===== src/rtl/multicycle_control.sv =====
// multicycle_control: main control FSM for a multicycle RISC-V datapath with retired-instruction counter
module multicycle_control #(
  parameter int CNT_W = 32
) (
  input  logic             clk,
  input  logic             reset,
  input  logic [6:0]       opcode,
  input  logic [2:0]       funct3,
  input  logic             funct7_5,
  input  logic             zero,
  output logic             pc_write,
  output logic             adr_src,
  output logic             mem_write,
  output logic             ir_write,
  output logic             reg_write,
  output logic [1:0]       result_src,
  output logic [1:0]       alu_src_a,
  output logic [1:0]       alu_src_b,
  output logic [3:0]       alu_op,
  output logic             instr_done,
  output logic             trap,
  output logic [CNT_W-1:0] instret,
  output logic [3:0]       state
);
  typedef enum logic [3:0] {
    FETCH    = 4'd0,
    DECODE   = 4'd1,
    MEMADR   = 4'd2,
    MEMREAD  = 4'd3,
    MEMWB    = 4'd4,
    MEMWRITE = 4'd5,
    EXECR    = 4'd6,
    ALUWB    = 4'd7,
    EXECI    = 4'd8,
    BEQ      = 4'd9,
    TRAP     = 4'd10
  } state_t;
  localparam logic [6:0] OP_LW = 7'b0000011;
  localparam logic [6:0] OP_SW = 7'b0100011;
  localparam logic [6:0] OP_R  = 7'b0110011;
  localparam logic [6:0] OP_I  = 7'b0010011;
  localparam logic [6:0] OP_BR = 7'b1100011;
  state_t cur, nxt;
  logic [3:0] dec_op;
  logic dec_ok;
  logic pw, mw, iw, rw, done, trp;
  // state register; reset lands in FETCH immediately
  always_ff @(posedge clk or posedge reset)
    if (reset) cur <= FETCH;
    else cur <= nxt;
  // retired-instruction counter, wraps freely
  always_ff @(posedge clk or posedge reset)
    if (reset) instret <= '0;
    else if (instr_done) instret <= instret + CNT_W'(1);
  // ALU function decode shared by EXECR and EXECI; only register-form add honours funct7_5
  always_comb begin
    dec_ok = 1'b1;
    dec_op = 4'b0010;
    case (funct3)
      3'b000: dec_op = (funct7_5 && cur == EXECR) ? 4'b0110 : 4'b0010;
      3'b111: dec_op = 4'b0000;
      3'b110: dec_op = 4'b0001;
      3'b101: begin
        dec_op = 4'b1010;
        dec_ok = !funct7_5;
      end
      default: dec_ok = 1'b0;
    endcase
  end
  // next-state and Moore output decode; pc_write in BEQ follows the zero flag
  always_comb begin
    nxt = cur;
    pw = 1'b0;
    adr_src = 1'b0;
    mw = 1'b0;
    iw = 1'b0;
    rw = 1'b0;
    result_src = 2'b00;
    alu_src_a = 2'b00;
    alu_src_b = 2'b00;
    alu_op = 4'b0010;
    done = 1'b0;
    trp = 1'b0;
    case (cur)
      FETCH: begin
        iw = 1'b1;
        pw = 1'b1;
        alu_src_b = 2'b10;
        result_src = 2'b10;
        nxt = DECODE;
      end
      DECODE: begin
        alu_src_a = 2'b01;
        alu_src_b = 2'b01;
        nxt = (opcode == OP_LW || opcode == OP_SW) ? MEMADR :
              (opcode == OP_R) ? EXECR :
              (opcode == OP_I) ? EXECI :
              (opcode == OP_BR && funct3 == 3'b000) ? BEQ : TRAP;
      end
      MEMADR: begin
        alu_src_a = 2'b10;
        alu_src_b = 2'b01;
        nxt = opcode[5] ? MEMWRITE : MEMREAD;
      end
      MEMREAD: begin
        adr_src = 1'b1;
        nxt = MEMWB;
      end
      MEMWB: begin
        result_src = 2'b01;
        rw = 1'b1;
        done = 1'b1;
        nxt = FETCH;
      end
      MEMWRITE: begin
        adr_src = 1'b1;
        mw = 1'b1;
        done = 1'b1;
        nxt = FETCH;
      end
      EXECR, EXECI: begin
        alu_src_a = 2'b10;
        alu_src_b = (cur == EXECI) ? 2'b01 : 2'b00;
        alu_op = dec_op;
        nxt = dec_ok ? ALUWB : TRAP;
      end
      ALUWB: begin
        rw = 1'b1;
        done = 1'b1;
        nxt = FETCH;
      end
      BEQ: begin
        alu_src_a = 2'b10;
        alu_op = 4'b0110;
        pw = zero;
        done = 1'b1;
        nxt = FETCH;
      end
      TRAP: trp = 1'b1;
      default: nxt = TRAP;
    endcase
  end
  assign pc_write   = pw & ~reset;
  assign mem_write  = mw & ~reset;
  assign ir_write   = iw & ~reset;
  assign reg_write  = rw & ~reset;
  assign instr_done = done & ~reset;
  assign trap       = trp & ~reset;
  assign state      = cur;
endmodule


===== config.mk =====
export PLATFORM = sky130hd
export DESIGN_NAME = multicycle_control
export DESIGN_NICKNAME = d
export VERILOG_FILES = /design/src/rtl/multicycle_control.sv
export SDC_FILE = /design/constraint.sdc
export NUM_CORES = 1
export LEC_CHECK = 0
export ABC_AREA = 1
export BUFFER_PORTS_ARGS = -buffer_cell sky130_fd_sc_hd__clkbuf_2
export CORE_MARGIN = 5
export CORE_UTILIZATION = 53
export DETAILED_ROUTE_END_ITERATION = 12
export PLACE_DENSITY = 0.8
export SLEW_MARGIN = 20
export SYNTH_ARGS = -nofsm -noshare
export SYNTH_HDL_FRONTEND = slang
export SYNTH_SLANG_ARGS = --single-unit

===== constraint.sdc =====
create_clock -name clk -period 2.8 [get_ports clk]
set_input_delay 0.56 -clock clk [delete_from_list [all_inputs] [get_ports clk]]
set_output_delay 0.56 -clock clk [all_outputs]
set_load 0.02 [all_outputs]

==> results.json <==
{
  "postCtsHoldBufs": 0,
  "hold_path_class": "primary input to asynchronous set/reset pin",
  "slew_headroom": 0.689,
  "ys_ff_latch": 36,
  "io_buffers": 66,
  "seq_area_frac_synth": 0.362,
  "leakagePower_nw": 1.54,
  "r2r_slack_ns": 1.01,
  "numCtsBuffers": 5,
  "crit_arrival_ns": 1.76,
  "finalClockSkew_ns": 0.00572,
  "synthCells": 396,
  "grt_pass1_vias": 2514,
  "floorplan.initialDensity": 0.538,
  "drc": 0,
  "crit_path_cell_trace": "nor2_2 -> nand2_1 -> nand2_2 -> nand2_4 -> inv_2 -> clkbuf_2",
  "crit_fanout": 22,
  "grt_max_degree": 37,
  "cts_sinks": 36,
  "ir_drop_mv": 0.527,
  "status": "finished, final reports clean",
  "yosysTopAreaCell": "dfrtp_1",
  "start_kind": "register",
  "coreArea_um2": 4630,
  "syn-mean-instance-area_um2": 6.29,
  "required_ns": 2.24,
  "fin_crit_ns": 2.32,
  "netlist_area_um2": 2490,
  "synth_cell_types": 26,
  "slowest_stage": "dfrtp_1",
  "top_level_ports": 67,
  "rsz0062_at_grt": "false",
  "cts-htree-levels": 2,
  "max_freq_mhz": 432,
  "vias": 2612,
  "synth_most_common_cell": "nand2_1",
  "synth_common_cells": "166 x nand2_1, 67 x nor2_1, 42 x inv_1, 36 x dfrtp_1, 25 x nand3_1",
  "die-area_um2": 6170,
  "final_nets": 482,
  "cts_max_path_buffers": 2,
  "min_period_over_period": 0.828,
  "finalNonFillerCells": 522,
  "path_clk_slew_ns": 0.07,
  "cp_top_family": "simple AND/OR/NAND/NOR gates",
  "setup_viol": 0,
  "drtAntennaViolNets": 0,
  "drt_iter0_drc": 181,
  "gr-usage-all-layers": 0.224,
  "yosys_warnings": 0,
  "grt.overflow.total": 0,
  "synthDominantCellAreaShare": 0.362,
  "synth.area.top_cells": "dfrtp_1 36%, nand2_1 25%, nor2_1 10%",
  "cts_setup_buffers": 0,
  "max_stage_delay_ns": 0.45,
  "antenna_cells": 0,
  "synth_flop_cell": "dfrtp_1",
  "cp_num_buf_inv": 2,
  "tns_ns": 0,
  "dpl.cell_count": 514,
  "wl_per_cell_um": 12.1,
  "synth_edf_count": 0,
  "die_x_um": 78.6,
  "dpl_cell_area_um2": 2870,
  "cts_tree": "done",
  "finalInstanceArea_um2": 2960,
  "root_buffer": "clkbuf_8",
  "area_growth_syn_to_layout_pct": 18.9,
  "dp.final_hpwl_um": 5080,
  "antenna_found_initial": 0,
  "fillers": 426,
  "drive_above_1_share": 0.194,
  "tightest_slew_ns": 0.463,
  "drv_cap": 0,
  "die_h_um": 78.6,
  "cts.repair.resized": 0,
  "drt_first_pass_iters": 5,
  "num_rows": 25,
  "syn-num-nets": 411,
  "powerDensity_nw_per_um2": 617,
  "hold_viol": 0,
  "vias_per_cell": 5.00,
  "end_kind": "primary output",
  "wl_um": 6330,
  "grt_pass1_wl_um": 11200,
  "synthArstFlopShare": 1.00,
  "crit_type": "register to primary output",
  "slew_violations": 0,
  "gp_congestion": 0.983,
  "clock_latency_ns": 0.29
}
[path summary, 6_finish.rpt]
check,to,depth (start not counted),start
worst max-delay path,instr_done,6,state[1]
worst min-delay path,instret[3],3,reset
worst max register to register,instret[15],9,state[1]
worst min register to register,instret[10],1,instret[10]
max in group asynchronous,instret[29],3,reset
min in group clk,state[3],3,opcode[6]
[cells by family after synthesis]
kind of cell    after synthesis  synth area share
xor+xnor                     12            0.0422
compound gates               11            0.0261
flops                        36             0.362
buf+inv                      49            0.0804
fa+ha+maj                     1           0.00502
simple gates                287             0.485
[layer usage]
layer  share of wire  global-route usage  up-vias  wire length (µm)
met3           0.049              0.0390       13               309
met5               0                   0        -                 0
li1                -                   -     1350                 -
met1            0.46               0.291     1172              2930
met4           0.020              0.0699        0               125
met2            0.47               0.378       77              2970
[stage by stage]
stage	util	hold WS [ns]	setup WS (ns)	power [W]
3_3_place_gp	0.621	0.514	0.887	0.00144
6_report	0.640	0.495	0.483	0.00183
4_1_cts	0.640	0.509	0.495	0.00184
5_1_grt	0.640	0.557	0.339	0.00195
3_5_place_dp	0.621	0.518	0.827	0.00145
2_1_floorplan	-	0.613	0.403	0.00121
[final cells by class]
class	count	area (µm²)	area share
clock buffer	8	90.1	0.0304
inverter	45	169	0.0570
multi-input combinational	311	1390	0.469
sequential	36	901	0.304
tap	54	67.6	0.0228
timing repair buffer	68	345	0.117
[report_power, final]
part	switching, W	internal, W
Clock	0.000177	0.000200
Combinational	0.000548	0.000225
Sequential	0.0000898	0.000586
Total	0.000815	0.00101
[cells in the final DEF, fill, tap and decap left out, types with 5 or more instances in the layout]
master	instances
nor2_2	8
nand3_1	25
inv_1	42
nor2_1	67
nand2_1	166
clkbuf_2	66
dfrtp_1	36
o21ai_0	5
clkbuf_8	6
nand4_1	6
xor2_1	10
[state kept, by name, indices dropped and copies added, names as in the netlist]
signal and flops:
instret 32, state 4
[tightest hold or removal path: cells and delay by family]
family / cells / cell delay, ns
buffers and inverters: 3 / 0.66
Note: power is estimated with default switching activity, not from simulation.
